### config.mk
export PLATFORM = sky130hd
export DESIGN_NAME = slide_intf
export DESIGN_NICKNAME = d
export VERILOG_FILES = /design/src/rtl/slide_intf.sv
export SDC_FILE = /design/constraint.sdc
export NUM_CORES = 1
export LEC_CHECK = 0
export BUFFER_PORTS_ARGS = -buffer_cell sky130_fd_sc_hd__buf_4
export CAP_MARGIN = 30
export CORE_MARGIN = 2
export CORE_UTILIZATION = 35
export DETAILED_ROUTE_END_ITERATION = 16
export GPL_ROUTABILITY_DRIVEN = 0
export HOLD_SLACK_MARGIN = 0.05
export PLACE_DENSITY_LB_ADDON = 0.15
export SLEW_MARGIN = 20
export SYNTH_ARGS = -nofsm -noshare
export SYNTH_HDL_FRONTEND = slang
export SYNTH_SLANG_ARGS = --single-unit
### constraint.sdc
create_clock -name clk -period 4.85 [get_ports clk]
set_input_delay 0.97 -clock clk [delete_from_list [all_inputs] [get_ports clk]]
set_output_delay 0.97 -clock clk [all_outputs]
set_load 0.02 [all_outputs]
### src/rtl/slide_intf.sv
// Slide-pot scanner: round-robins six A2D channels and
// keeps the latest 12-bit reading of each pot in its own register.
module slide_intf (
  input  logic        clk,
  input  logic        rst,
  input  logic        cnv_cmplt,
  input  logic [11:0] res,
  output logic        strt_cnv,
  output logic [2:0]  chnnl,
  output logic [11:0] POT_LP,
  output logic [11:0] POT_B1,
  output logic [11:0] POT_B2,
  output logic [11:0] POT_B3,
  output logic [11:0] POT_HP,
  output logic [11:0] VOLUME
);

  typedef enum logic [1:0] {
    START,
    WAIT,
    STORE
  } state_t;

  state_t     state;
  logic [2:0] slot;
  logic [2:0] slot_nxt;
  logic       capture;

  // Slot order LP, B1, B2, B3, HP, VOLUME on A2D channels 1,0,4,2,3,7
  function automatic logic [2:0] chan_of(input logic [2:0] s);
    logic [2:0] c;
    case (s)
      3'd0:    c = 3'd1;
      3'd1:    c = 3'd0;
      3'd2:    c = 3'd4;
      3'd3:    c = 3'd2;
      3'd4:    c = 3'd3;
      3'd5:    c = 3'd7;
      default: c = 3'd1;
    endcase
    return c;
  endfunction

  // Next slot index, wrapping after VOLUME
  always_comb begin
    slot_nxt = 3'd0;
    if (slot != 3'd5)
      slot_nxt = slot + 3'd1;
  end

  assign capture = (state == WAIT) && cnv_cmplt;

  // Scan FSM; strt_cnv is high exactly while in START.
  // Out of reset START has strt_cnv low, so it first raises the
  // pulse for one cycle before moving on to WAIT.
  always_ff @(posedge clk) begin
    if (rst) begin
      state    <= START;
      slot     <= 3'd0;
      strt_cnv <= 1'b0;
      chnnl    <= 3'd1;
    end else begin
      case (state)
        START: begin
          if (strt_cnv) begin
            strt_cnv <= 1'b0;
            state    <= WAIT;
          end else begin
            strt_cnv <= 1'b1;
          end
        end
        WAIT: begin
          if (cnv_cmplt)
            state <= STORE;
        end
        STORE: begin
          slot     <= slot_nxt;
          chnnl    <= chan_of(slot_nxt);
          strt_cnv <= 1'b1;
          state    <= START;
        end
        default: begin
          state    <= START;
          strt_cnv <= 1'b0;
        end
      endcase
    end
  end

  // Capture the conversion result into the current slot's register
  always_ff @(posedge clk) begin
    if (rst) begin
      POT_LP <= 12'h000;
      POT_B1 <= 12'h000;
      POT_B2 <= 12'h000;
      POT_B3 <= 12'h000;
      POT_HP <= 12'h000;
      VOLUME <= 12'h000;
    end else if (capture) begin
      case (slot)
        3'd0:    POT_LP <= res;
        3'd1:    POT_B1 <= res;
        3'd2:    POT_B2 <= res;
        3'd3:    POT_B3 <= res;
        3'd4:    POT_HP <= res;
        3'd5:    VOLUME <= res;
        default: ;
      endcase
    end
  end

endmodule

# Word level (Yosys, flattened, before mapping)
# Index checks and enable logic that the tools add are counted.
# op_classes
reduce_logical,10
n_eq_ne,15
muxes,7
addsub,1
# op_table
op,count
one-hot mux 3 bit (5 select lines),1
AND reduction 2 bit,7
equality test 3 x 2 -> 1 bit (second input constant),4
equality test 3 bit (second input constant),4
equality test 3 x 1 -> 1 bit (second input constant),2
two-way mux 2 bit,2
!= test 2 bit (second input constant),2
one-hot mux 2 bit (2 select lines),1
adder 3 x 1 -> 3 bit (second input constant),1
logical NOT 3 bit,1
two-way mux 3 bit,1
!= test 3 bit (second input constant),1
one-hot mux 1 bit (3 select lines),1
equality test 2 x 1 -> 1 bit (second input constant),1
equality test 2 bit (second input constant),1
logical NOT 2 bit,1
logical AND 1 bit,1
two-way mux 1 bit,1
# totals
reg_bits,81
in_bits,15
wordCells,43
output_inout_bits,76

# Depth between registers and ports, before layout
# Gate-level depths: netlist of the first run.
# logic_depth
word_depth,4
ltp_mapped,7

# Worst setup path after synthesis of the first run
# Ideal clock, no wire load.
# synth_timing
path_kind,in2reg
startpoint,input port cnv_cmplt
endpoint,register VOLUME[10]
required_ns,4.728
path_slack_ns,2.861
n_path_buf,2
t_arrival_ns,1.867
cell_stages,5
cell_sequence,nand2_2 or4_1 buf_2 buf_6 mux2i_1
# synth_between
elab_chain_len,2
# synth_lines
element,line_no,text
from (decl),6,"input logic cnv_cmplt,"
logical AND 1 bit,51,assign capture = (state == WAIT) && cnv_cmplt;
AND reduction 2 bit (no line),-,
to (signal assigned),106,3'd5: VOLUME <= res;
to (decl),15,output logic [11:0] VOLUME
# No other way between the ends.
# A chain may end at the register's enable or synchronous reset.

==> qor.yml, run 1 <==
run_status:
  status: "completed"
hold_path:
  min_path_cells: 2
  min_to: "POT_B3[4]"
  hold_class: "flip-flop to flip-flop"
  hp-start: "POT_B3[4]"
drt:
  drc_errors: 0
  num_vias: 2421
  viasPerCell: 4.74
  first_pass_iters: 4
  wire_per_inst_um: 15.4
  wl_um: 7890
  drt_iter0_drc: 114
  ant_nets: 0
global_route:
  grt_first_pass_wirelength_um: 12600
  grt_max_degree: 58
  grt_overflow_total: 0
  grt_pass1_vias: 2305
  antenna_found_initial: 0
  track_usage_pct: 16.6
clock_network:
  insertion_delay_ns: 0.35
  numClockSinks: 81
  tritoncts: "built"
  cts-root-buf: "clkbuf_8"
  post_cts_buffers: 0
  ctsLongestPathBuffers: 2
  cts_resized: 0
  ctsHtreeMaxLevel: 3
  path_clk_slew_ns: 0.08
  cts_buffers: 9
  cts_hold_buffers: 0
timing:
  worst_slew_pin_slew_ns: 0.941
  drv_slew: 0
  fin_crit_sh_pct: 46.8
  hold_violations: 0
  skew_ns: 0.0101
  fmax_mhz: 441
  relSlewSlack_pct: 37.1
  fin_crit_ns: 2.27
  finalSetupViolations: 0
  setup_tns_ns: 0
  rsz0062_at_grt: "false"
synthesis:
  synth_top_area_share_pct: 51.9
  synthTopCellsByArea: "dfxtp_1 (52%), mux2i_1 (19%), nand2b_1 (7.8%)"
  synthArstFlopShare_pct: 0
  synth_flop_cell: "dfxtp_1"
  ys_ff_latch: 81
  yosysTopAreaCell: "dfxtp_1"
  synth.most_common_cell: "dfxtp_1"
  netlist_instances: 315
  synthTopCellsByCount: "dfxtp_1 (81), nand2_1 (61), mux2i_1 (60)"
  ys.warnings.count: 0
  synth_cell_types: 32
  synth_nets: 331
  yosysSeqAreaShare_pct: 51.9
  synth_edf_count: 0
  syn_avg_cell_area_um2: 9.91
  synth_area_mm2: 0.00312
setup_path:
  worstReg2RegEnd: "POT_B1[3]"
  startpoint: "rst"
  path_buf_inv: 3
  worstPathArrival_ns: 2.47
  required_ns: 5.06
  worstPathCellList: "buf_4 -> inv_1 -> buf_8 -> nand2_1 -> mux2i_1"
  cp_slowest_cell: "inv_1"
  cpPeakStageDelay_ns: 0.46
  path_class: "primary input to flip-flop"
  r2r-start: "slot[0]"
  reg2reg_slack_ns: 2.83
  critPathLaunchType: "primary input"
  endpoint_kind: "flip-flop"
  worstPathMaxFanout: 57
  cpLargestDelayFamily: "buffers and inverters"
  rr_worst_depth: 3
final_layout:
  n_antenna_cell: 0
  areaGrowthSynthToFinish_pct: 31.5
  final_nets: 414
  drive_gt1_share_pct: 27.5
  fin_area_mm2: 0.00410
placed_design:
  io_buffers: 90
  place_area_mm2: 0.00388
  dp_hpwl_um: 5600
floorplanning:
  start_util_pct: 36.0
  fp-row-count: 34
  die_h_um: 98.4
  die_x_um: 98.4
  ios: 91
  coreArea_mm2: 0.00868
  die_area_mm2: 0.00969
pwr:
  cellPowerDensity_mw_per_mm2: 332
  power_leakage_nw: 1.95
  irDropWorstVdd_uv: 165
run:
  maxCapViolCount: 0
worst register-to-register path, stage by stage (launching register included):
cell,delay (ns)
dfxtp_1,0.57
nor2b_1,0.29
nand3_1,0.71
mux2i_1,0.38
worst max-delay path by stage:
stage                  to  slack [ns]  cells past startpoint
2_1_floorplan  VOLUME[10]        2.86                      5
3_3_place_gp    POT_B2[4]        2.05                      4
3_5_place_dp    POT_B1[4]        2.21                      5
4_1_cts         POT_B1[4]        2.58                      5
5_1_grt         POT_B1[4]        2.44                      5
6_report        POT_LP[8]        2.58                      5
report_power, final:
part,internal (mW),switching [mW]
sequential,0.679,0.0146
combinational,0.0484,0.0629
clock,0.295,0.264
total,1.02,0.341
per-layer routing:
layer / share of wire (%) / wire length, µm / track usage [%]
met4: 1.5 / 115 / 6.64
met2: 43 / 3360 / 22.8
met3: 6.9 / 548 / 4.40
met5: 0 / 0 / 0
met1: 49 / 3860 / 24.5
area by class of cell:
type,instances,area [µm²]
Tap cell,108,135
Fill cell,859,4570
Timing Repair Buffer,93,713
Multi-Input combinational cell,210,1400
Clock buffer,9,124
Inverter,3,11.3
Clock inverter,7,101
Sequential cell,81,1620
state kept, by name, summed over array words and instances, names as in the netlist:
signal / cells
POT_B1: 12
POT_B2: 12
POT_B3: 12
POT_HP: 12
POT_LP: 12
VOLUME: 12
chnnl: 3
slot: 3
state: 2
strt_cnv: 1
cells in the final DEF, fill, tap and decap left out, types with 3 or more instances in the layout:
cell and n:
buf_4 90, dfxtp_1 81, nand2_1 61, mux2i_1 60, nand2b_1 39, a21oi_1 15
clkbuf_8 9, nor2_1 5, inv_1 3, o21ai_0 3, nand3_1 3, inv_6 3
logic make-up (layout without fill, tap and decap cells):
group	after synthesis	in the layout	share of synthesized area, %
buf+inv	24	112	3.57
xor+xnor	3	3	0.842
simple gates	123	123	19.7
compound gates	23	23	4.33
flops	81	81	51.9
mux	60	60	19.2
fa+ha+maj	1	1	0.401
metrics by stage:
step / worst slack, ns / hold WS [ns] / cells / total power, mW / utilization (%)
floorplan: 2.86 / 0.492 / 315 / 0.778 / -
global placement: 2.05 / 0.446 / 492 / 0.820 / 44.3
detailed placement: 2.21 / 0.448 / 495 / 0.822 / 44.7
CTS: 2.58 / 0.465 / 511 / 1.38 / 47.3
global route: 2.44 / 0.478 / 511 / 1.42 / 47.3
finish: 2.58 / 0.462 / 511 / 1.36 / 47.3
Note: power is estimated with default switching activity, not from simulation.
==> run 2: changes to the inputs <==
==> constraint.sdc (replaced) <==
create_clock -name clk -period 1.9 [get_ports clk]
set_input_delay 0.38 -clock clk [delete_from_list [all_inputs] [get_ports clk]]
set_output_delay 0.38 -clock clk [all_outputs]
set_load 0.02 [all_outputs]
==> run 2 against run 1 <==
  * Final cell count rose by 1.6%
  * Routed wire length is 1.5% lower
  * Combinational power rose to 2.6 times the previous value
  * Count of clock-buffer cells in the layout is 1 higher
  * Utilization is 0.72 points higher
  * First-iteration DRC count shrank 42%
  * Critical path type is now flip-flop to flip-flop
  * Critical endpoint is now POT_B3[10]
  * Highest routed layer unchanged
==> qor.yml, run 2 (synthesis gave the netlist of run 1 again) <==
drt:
  viasPerCell: 4.69  # -1.1%
  wire_per_inst_um: 15.0  # -3.1%
  ant_nets: 0  # unchanged
  drc_errors: 0  # unchanged
  num_vias: 2433  # +0.50%
  drt_iter0_drc: 66  # -42%
  first_pass_iters: 4  # unchanged
  wl_um: 7760  # -1.5%
timing:
  setup_tns_ns: 0  # unchanged
  relSlewSlack_pct: 70.6  # +34 points
  rsz0062_at_grt: "false"
  drv_slew: 0  # unchanged
  worst_slew_pin_slew_ns: 0.441  # -0.501 ns
  hold_violations: 0  # unchanged
  finalSetupViolations: 0  # unchanged
  fin_crit_ns: 1.71
  fin_hold_ws_ns: 0.282  # -0.180 ns
  fin_crit_sh_pct: 89.9
  skew_ns: 0.00976  # -0.000376 ns
  fmax_mhz: 585
setup_path:
  endpoint_kind: "flip-flop"
  cp_slowest_cell: "dfxtp_1"
  cpPeakStageDelay_ns: 0.55  # +0.09 ns
  required_ns: 2.19  # -2.87 ns
  worstPathCellList: "and2_1 -> ha_1 -> and4b_1 -> nand2_1 -> a21oi_1"
  path_buf_inv: 0  # -3
  critPathLaunchType: "flip-flop"
  cpLargestDelayFamily: "simple AND/OR/NAND/NOR gates"
  worstPathArrival_ns: 2.00  # -0.47 ns
  worstPathMaxFanout: 12  # -79%
  reg2reg_slack_ns: 0.19  # -2.64 ns
  path_class: "flip-flop to flip-flop"
floorplanning:
  die_h_um: 98.4  # unchanged
  fp-row-count: 34  # unchanged
  ios: 91  # unchanged
  die_x_um: 98.4  # unchanged
  coreArea_mm2: 0.00868  # unchanged
  start_util_pct: 36.0  # unchanged
  die_area_mm2: 0.00969  # unchanged
pwr:
  p_sw_share_pct: 23.7  # -1.3 points
  clockPowerShare_pct: 42.6  # +1.6 points
  combPwrFrac_pct: 8.2  # about the same
  finalPower_mw: 3.60  # +160%
  power_switching_mw: 0.853  # +150%
  power_leakage_nw: 1.99  # +2.1%
  cellPowerDensity_mw_per_mm2: 863  # +160%
  p_seq_share_pct: 49.3  # -1.6 points
  irDropWorstVdd_uv: 479  # +190%
  power.internal_mw: 2.74  # +170%
global_route:
  grt_first_pass_wirelength_um: 12400  # -1.6%
  use_met3_pct: 4.33  # -0.071 points
  grt_use_met1_pct: 23.4  # -1.2 points
  track_usage_pct: 16.3  # -0.21 points
  grt_busiest_layer: "met1"
  antenna_found_initial: 0  # unchanged
  grt_pass1_vias: 2321  # +0.69%
  grt_overflow_total: 0  # unchanged
  grt_max_degree: 36  # -38%
  grtUsageMet2_pct: 23.1  # +0.31 points
placed_design:
  place_inst: 503  # +1.6%
  dp_hpwl_um: 5540  # -1.1%
  io_buffers: 90  # unchanged
clock_network:
  cts-root-buf: "clkbuf_8"
  post_cts_buffers: 0  # unchanged
  cts_resized: 0  # unchanged
  cts_buffers: 9  # unchanged
  ctsHtreeMaxLevel: 3  # unchanged
  numClockSinks: 81  # unchanged
  insertion_delay_ns: 0.36  # about the same
  ctsLongestPathBuffers: 2  # unchanged
  tritoncts: "built"
  cts_hold_buffers: 0  # unchanged
  path_clk_slew_ns: 0.09  # about the same
final_layout:
  drive_gt1_share_pct: 28.7  # +1.2 points
  n_antenna_cell: 0  # unchanged
  final_cell_mix: "buf_4 (101), dfxtp_1 (81), nand2_1 (61)"
  areaGrowthSynthToFinish_pct: 33.5
  layout.cells.most_common: "buf_4"
  final_cell_count_no_fill: 519  # +1.6%
  utilization_pct: 48.0  # +0.72 points
  final_nets: 422  # +1.9%
hold_path:
  hold_class: "primary input to flip-flop"
run:
  maxCapViolCount: 0  # unchanged
run_status:
  status: "completed"
==> run 2: changes by cell type in the layout (fill, tap and decap cells not counted) <==
cell | previous run | this run
clkinvlp_4 | 2 | 1
bufinv_16 | 2 | 3
inv_6 | 3 | 1
buf_6 | 2 | 0
buf_8 | 1 | 0
clkbuf_1 | 0 | 1
buf_4 | 90 | 101
clkinv_4 | 0 | 1
==> run 2: layout make-up <==
class | count | area [µm²]
clock buffers | 10 | 128
well taps | 108 | 135
fillers | 844 | 4510
repair buffers | 101 | 758
inverters | 3 | 11.3
flip-flops and latches | 81 | 1620
multi-input cells | 210 | 1400
clock inverters | 6 | 115
==> run 2: worst register-to-register path: stages, from the launching register on <==
cell and delay (ns):
dfxtp_1 0.55, and2_1 0.19, ha_1 0.17, and4b_1 0.48, nand2_1 0.12, a21oi_1 0.15
==> run 2: power groups by stage <==
stage | registers [mW] | clock network (mW) | logic, mW
floorplan | 1.83 | 0 | 0.156
global placement | 1.81 | 0 | 0.294
detailed placement | 1.81 | 0 | 0.296
CTS | 1.77 | 1.55 | 0.296
global route | 1.78 | 1.63 | 0.318
finish | 1.77 | 1.53 | 0.293
==> run 2: metal layers <==
layer / wire length, µm / up-vias
li1: - / 1227
met1: 3870 / 1122
met2: 3260 / 74
met3: 490 / 10
met4: 143 / 0
met5: 0 / -
==> run 2: path summary, 6_finish.rpt <==
path | from | endpoint | cells past startpoint
max | slot[0] | POT_B3[10] | 5
min | res[9] | POT_B3[9] | 3
max reg2reg | slot[0] | POT_B3[10] | 5
min reg2reg | POT_B3[6] | POT_B3[6] | 2
==> run 2: through the flow <==
step	cell area, µm²	worst slack (ns)
final	4170	0.192
after global routing	4170	0.0183
after CTS	4170	0.186
after detailed placement	3920	0.221
after global placement	3920	0.261
after floorplan	3120	0.277
